`config.mk`:
```
export PLATFORM = sky130hd
export DESIGN_NAME = float12_accum
export DESIGN_NICKNAME = d
export VERILOG_FILES = /design/src/rtl/float12_pkg.sv /design/src/rtl/float12_add.sv /design/src/rtl/float12_accum.sv
export SDC_FILE = /design/constraint.sdc
export NUM_CORES = 1
export LEC_CHECK = 0
export CAP_MARGIN = 30
export CORE_MARGIN = 2
export CORE_UTILIZATION = 45
export CTS_BUF_LIST = sky130_fd_sc_hd__clkbuf_4 sky130_fd_sc_hd__clkbuf_8
export CTS_CLUSTER_DIAMETER = 30
export DETAILED_ROUTE_END_ITERATION = 6
export PLACE_DENSITY_LB_ADDON = 0.3
export SLEW_MARGIN = 20
export SYNTH_ARGS = -nofsm -noshare
export SYNTH_HDL_FRONTEND = slang
export SYNTH_HIERARCHICAL = 1
export SYNTH_SLANG_ARGS = --single-unit
```
`constraint.sdc`:
```
create_clock -name clk_i -period 8.25 [get_ports clk_i]
set_input_delay 1.65 -clock clk_i [delete_from_list [all_inputs] [get_ports clk_i]]
set_output_delay 1.65 -clock clk_i [all_outputs]
set_load 0.005 [all_outputs]
```
`src/rtl/float12_pkg.sv`:
```
// ============================================================
// float12_pkg : shared 12-bit float constants, types and helpers
// Rev 1.0
// ============================================================
`default_nettype none

package float12_pkg;

  localparam int SGN_BIT  = 11;
  localparam int EXP_MSB  = 10;
  localparam int EXP_LSB  = 6;
  localparam int MAN_W    = 6;
  localparam int EXP_BIAS = 15;
  localparam int EXP_MAX  = 31;

  localparam logic [11:0] F12_ZERO = 12'h000;
  localparam logic [10:0] MAG_SAT  = 11'h7FF;

  typedef enum logic [0:0] {
    ST_IDLE = 1'b0,
    ST_ACC  = 1'b1
  } acc_state_e;

  // A zero exponent field encodes zero regardless of mantissa
  function automatic logic f12_is_zero(input logic [11:0] x);
    return (x[EXP_MSB:EXP_LSB] == '0);
  endfunction

endpackage

`default_nettype wire

```
`src/rtl/float12_add.sv`:
```
// ============================================================
// float12_add : combinational 12-bit float adder, 1 guard bit, round-half-up
// Rev 1.0
// ============================================================
`default_nettype none

module float12_add
  import float12_pkg::*;
(
  input  logic [11:0] a_i,
  input  logic [11:0] b_i,
  output logic [11:0] sum_o
);

  logic             swap;
  logic [11:0]      l_op, s_op;
  logic [4:0]       l_exp, s_exp, exp_diff;
  logic [MAN_W+1:0] l_sig, s_sig, s_al;
  logic [MAN_W+2:0] raw;
  logic [MAN_W+1:0] norm;
  logic [3:0]       lz;
  logic [6:0]       e;
  logic [7:0]       rnd;
  logic [MAN_W-1:0] mant;
  logic             res_sgn;
  logic             is_zero;

  always_comb begin
    swap     = (b_i[EXP_MSB:0] > a_i[EXP_MSB:0]);
    l_op     = swap ? b_i : a_i;
    s_op     = swap ? a_i : b_i;
    l_exp    = l_op[EXP_MSB:EXP_LSB];
    s_exp    = s_op[EXP_MSB:EXP_LSB];
    l_sig    = f12_is_zero(l_op) ? '0 : {1'b1, l_op[MAN_W-1:0], 1'b0};
    s_sig    = f12_is_zero(s_op) ? '0 : {1'b1, s_op[MAN_W-1:0], 1'b0};
    exp_diff = l_exp - s_exp;
    s_al     = (exp_diff >= 5'd8) ? '0 : (s_sig >> exp_diff);
    e        = {2'b00, l_exp};
    res_sgn  = l_op[SGN_BIT];
    lz       = 4'd8;
    norm     = '0;
    mant     = '0;
    rnd      = '0;

    if (a_i[SGN_BIT] == b_i[SGN_BIT]) begin
      raw = {1'b0, l_sig} + {1'b0, s_al};
      if (raw[MAN_W+2]) begin
        norm = raw[MAN_W+2:1];
        e    = e + 7'd1;
      end else begin
        norm = raw[MAN_W+1:0];
      end
    end else begin
      raw = {1'b0, l_sig} - {1'b0, s_al};
      for (int i = 0; i < MAN_W + 2; i++) begin
        if (raw[i]) lz = 4'(MAN_W + 1 - i);
      end
      norm = raw[MAN_W+1:0] << lz;
      e    = e - {3'b000, lz};
    end

    is_zero = (norm == '0) || e[6] || (e == 7'd0);

    if (is_zero) begin
      sum_o = F12_ZERO;
    end else if (e >= 7'(EXP_MAX)) begin
      sum_o = {res_sgn, MAG_SAT};
    end else begin
      // Guard bit rounds half-up; a full carry bumps the exponent
      rnd = {1'b0, norm[MAN_W+1:1]} + 8'(norm[0]);
      if (rnd[MAN_W+1]) begin
        e    = e + 7'd1;
        mant = rnd[MAN_W:1];
      end else begin
        mant = rnd[MAN_W-1:0];
      end
      if (e >= 7'(EXP_MAX)) sum_o = {res_sgn, MAG_SAT};
      else                  sum_o = {res_sgn, e[4:0], mant};
    end
  end

endmodule

`default_nettype wire

```
`src/rtl/float12_accum.sv`:
```
// ============================================================
// float12_accum : framed 12-bit float accumulator with held valid/ready result
// Rev 1.0
// ============================================================
`default_nettype none

module float12_accum
  import float12_pkg::*;
#(
  parameter int CNT_W = 8
) (
  input  logic             clk_i,
  input  logic             rst_i,
  input  logic [11:0]      data_i,
  input  logic             valid_i,
  input  logic             last_i,
  output logic [11:0]      sum_o,
  output logic             sum_valid_o,
  input  logic             sum_ready_i,
  output logic [CNT_W-1:0] count_o,
  output logic             overrun_o
);

  acc_state_e       state_q, state_d;
  logic             s0_valid_q, s0_last_q;
  logic [11:0]      s0_data_q;
  logic [11:0]      acc_q, acc_d, add_res;
  logic [CNT_W-1:0] cnt_q, cnt_d;
  logic             done_q, done_d;
  logic [11:0]      sum_q, sum_d;
  logic [CNT_W-1:0] count_q, count_d;
  logic             sum_valid_q, sum_valid_d;
  logic             overrun_q, overrun_d;
  logic             load;

  float12_add u_add (
    .a_i   (acc_q),
    .b_i   (s0_data_q),
    .sum_o (add_res)
  );

  always_ff @(posedge clk_i) begin
    if (rst_i) begin
      s0_valid_q  <= 1'b0;
      s0_last_q   <= 1'b0;
      s0_data_q   <= F12_ZERO;
      state_q     <= ST_IDLE;
      acc_q       <= F12_ZERO;
      cnt_q       <= '0;
      done_q      <= 1'b0;
      sum_q       <= F12_ZERO;
      count_q     <= '0;
      sum_valid_q <= 1'b0;
      overrun_q   <= 1'b0;
    end else begin
      s0_valid_q <= valid_i;
      if (valid_i) begin
        s0_data_q <= f12_is_zero(data_i) ? F12_ZERO : data_i;
        s0_last_q <= last_i;
      end
      state_q     <= state_d;
      acc_q       <= acc_d;
      cnt_q       <= cnt_d;
      done_q      <= done_d;
      sum_q       <= sum_d;
      count_q     <= count_d;
      sum_valid_q <= sum_valid_d;
      overrun_q   <= overrun_d;
    end
  end

  always_comb begin
    state_d     = state_q;
    acc_d       = acc_q;
    cnt_d       = cnt_q;
    done_d      = 1'b0;
    sum_d       = sum_q;
    count_d     = count_q;
    sum_valid_d = sum_valid_q;
    overrun_d   = overrun_q;

    // IDLE means the next beat opens a group and replaces the accumulator
    if (s0_valid_q) begin
      if (state_q == ST_IDLE) begin
        acc_d = s0_data_q;
        cnt_d = CNT_W'(1);
      end else begin
        acc_d = add_res;
        cnt_d = (cnt_q == '1) ? cnt_q : cnt_q + CNT_W'(1);
      end
      state_d = s0_last_q ? ST_IDLE : ST_ACC;
      done_d  = s0_last_q;
    end

    load = done_q && (!sum_valid_q || sum_ready_i);
    if (load) begin
      sum_d       = acc_q;
      count_d     = cnt_q;
      sum_valid_d = 1'b1;
    end else if (sum_ready_i) begin
      sum_valid_d = 1'b0;
    end

    if (done_q && sum_valid_q && !sum_ready_i) overrun_d = 1'b1;
  end

  assign sum_o       = sum_q;
  assign count_o     = count_q;
  assign sum_valid_o = sum_valid_q;
  assign overrun_o   = overrun_q;

endmodule

`default_nettype wire
```
==> qor.yml <==
run_status:
  outcome: "complete, no violations"
critical_path:
  slowest_delay_ps: 420
  worstPathRequired_ps: 8510
  critPathKind: "reg -> reg"
  end_kind: "flop"
  cp_max_fo: 10
  critPathSlowestCell: "or3_1"
  cp.arrival_ps: 7930
  startpoint_type: "flop"
  crit_path_frequent_cell: "a21oi_1"
floorplanning:
  core_area_mm2: 0.0120
  die_h_um: 115
  placementRows: 40
  fp.dieW_um: 115
  dieArea_mm2: 0.0132
  ioPinCount: 39
  initial_core_util_pct: 46.2
drt:
  ant_nets: 0
  drt_wl_total_um: 16900
  dr_total_vias: 5718
  firstDrtPassIters: 6
  drtIter0Drc: 545
  drc: 0
  vias_per_cell: 5.96
  wire_per_inst_um: 17.6
global_routing:
  grt.overflow.total: 0
  track_usage_pct: 25.8
  grt_pass1_vias: 5451
  grt_max_degree: 57
  antenna_found_initial: 0
  grt_pass1_wl_um: 27400
logic_synthesis:
  synth_top_area_share_pct: 20.9
  synth_edf_count: 0
  syn_area_mm2: 0.00555
  yosysSeqAreaShare_pct: 20.9
  ys_top_cells_by_area: "dfxtp_1 21%, ha_1 9.0%, a21oi_1 6.2%"
  ys_types: 83
  ys.warnings.count: 6
  yosysTopAreaCell: "dfxtp_1"
  async_flop_share_pct: 0
  syn_nets: 792
  postSynthAreaPerCell_um2: 7.58
  synthFlopType: "dfxtp_1"
  synth_commonest_cells: "88 x nand2_1, 75 x nor2_1, 69 x a21oi_1, 58 x dfxtp_1, 50 x inv_1"
  synth_seq_cells: 58
  synth_most_common_cell: "nand2_1"
  synth_cells: 732
timing:
  drv_slew: 0
  min_period_over_period_pct: 93.0
  finalHoldViolations: 0
  slew_headroom_pct: 34.1
  worst-slew-pin-transition_ps: 987
  setup_slack_ps: 580
  hold_ws_ps: 456
  max_freq_mhz: 130
  finalClockSkew_ps: 11.4
  setup_viol: 0
  layout_min_cycle_time_ps: 7670
flow_run:
  max_cap_viol_count: 0
final_layout:
  synthToLayoutAreaGrowth_pct: 22.2
  stdcell_area_mm2: 0.00679
  final_cells: 959
  num_antenna_cells: 0
  nNetsFinal: 867
  layout-drive-gt1-share_pct: 16.4
cts:
  root_buffer: "clkbuf_8"
  cts.sinks: 58
  cts_buffers: 9
  clock_latency_ps: 350
  tritoncts: "yes"
  ctsHoldBuffers: 0
  htreeDepth: 3
  clk_transition_reported_paths_ps: 80
  cts_buffer_depth: 2
place:
  hpwlAfterDp_um: 13000
  dp_cells: 940
  post-place-ws_ps: 83.4
  dpl_cell_area_mm2: 0.00639
  finalWeightedCongestion: 0.995
  portBuffers: 38
power:
  p_sw_uw: 992
  p_per_area_mw_per_mm2: 313
  power.share.clock_pct: 15.5
  p_comb_share_pct: 70.1
  seq_power_share_pct: 14.3
  leakagePower_uw: 0.00273
  ir_drop_uv: 157
  swShare_pct: 46.7
  internal-power_uw: 1130
min_path:
  hp-class: "reg -> reg"
## power by group through the flow
stage / registers (µW) / clock network, µW / logic, µW
2_1_floorplan: 305 / 0 / 966
3_3_place_gp: 312 / 0 / 1390
3_5_place_dp: 312 / 0 / 1410
4_1_cts: 305 / 334 / 1420
5_1_grt: 306 / 346 / 1630
6_report: 304 / 330 / 1490
## metal layers
layer	track usage, %	share of wire (%)	wire length, µm
met3	3.06	6.0	1010
met2	41.8	46	7790
met5	0	0	0
met4	10.1	2.9	486
met1	35.2	45	7620
## state kept, by name, summed over array words and instances, names as in the netlist, 8 cells and up
name,count
s0_data_q,12
sum_o,12
acc_q,12
count_o,8
cnt_q,8
## kinds of logic after synthesis
| kind of cell | after synthesis | synth area share (%) |
|---|---|---|
| simple gates | 276 | 24.3 |
| compound gates | 205 | 25.8 |
| buf+inv | 85 | 6.22 |
| flops | 58 | 20.9 |
| fa+ha+maj | 43 | 10.1 |
| mux | 40 | 8.45 |
| xor+xnor | 25 | 4.28 |
## stage by stage
stage | util, % | setup TNS (ps) | power [µW]
3_5_place_dp | 53.2 | 0 | 1720
2_1_floorplan | - | 0 | 1270
5_1_grt | 56.5 | -126 | 2280
4_1_cts | 55.3 | 0 | 2060
6_report | 56.5 | 0 | 2120
3_3_place_gp | 53.2 | 0 | 1700
## worst paths after layout
check | slack (ps) | startpoint | to | cells past startpoint
worst max-delay path | 580 | acc_q[8]$_SDFFE_PP0P_ | acc_q[3]$_SDFFE_PP0P_ | 40
worst max register to register | 580 | acc_q[8]$_SDFFE_PP0P_ | acc_q[3]$_SDFFE_PP0P_ | 40
worst min register to register | 460 | sum_o[0]$_SDFFE_PP0P_ | sum_o[0]$_SDFFE_PP0P_ | 2
worst min-delay path | 460 | sum_o[0]$_SDFFE_PP0P_ | sum_o[0]$_SDFFE_PP0P_ | 2
## final cells by class
cell class,count,area (µm²)
fillers,1123,5230
multi-input cells,589,4150
flip-flops and latches,58,1170
repair buffers,99,853
inverters,50,188
well taps,147,184
clock inverters,7,125
clock buffers,9,124
## placed cells by master, fill, tap and decap left out, drive strengths merged, types with 14 or more instances in the layout
master,instances
nand2,90
nor2,76
a21oi,71
buf,62
dfxtp,58
inv,52
ha,40
clkdlybuf4s50,37
mux2i,34
o21ai,25
nor3,20
a211oi,18
xnor2,17
nor2b,16
nand3,14
## timing repair
item / 4_1_cts / 5_1_grt
buffers inserted: 0 / 1
gates cloned: 0 / 0
gates resized for setup: 1 / 27
pin swaps: 0 / 3
endpoints found under the setup margin: 1 / 12
## worst max-delay path: cells and delay by family, from the launching register on
| family | cells | cell delay (ps) |
|---|---|---|
| adder cells (fa/ha/maj) | 5 | 1480 |
| flip-flops | 1 | 340 |
| XOR/XNOR | 1 | 180 |
| AND/OR/NAND/NOR | 12 | 2200 |
| buffers and inverters | 3 | 330 |
| AO/OA/AOI/OAI | 18 | 2970 |
| multiplexers | 1 | 110 |
Note: power is estimated with default switching activity, not from simulation.
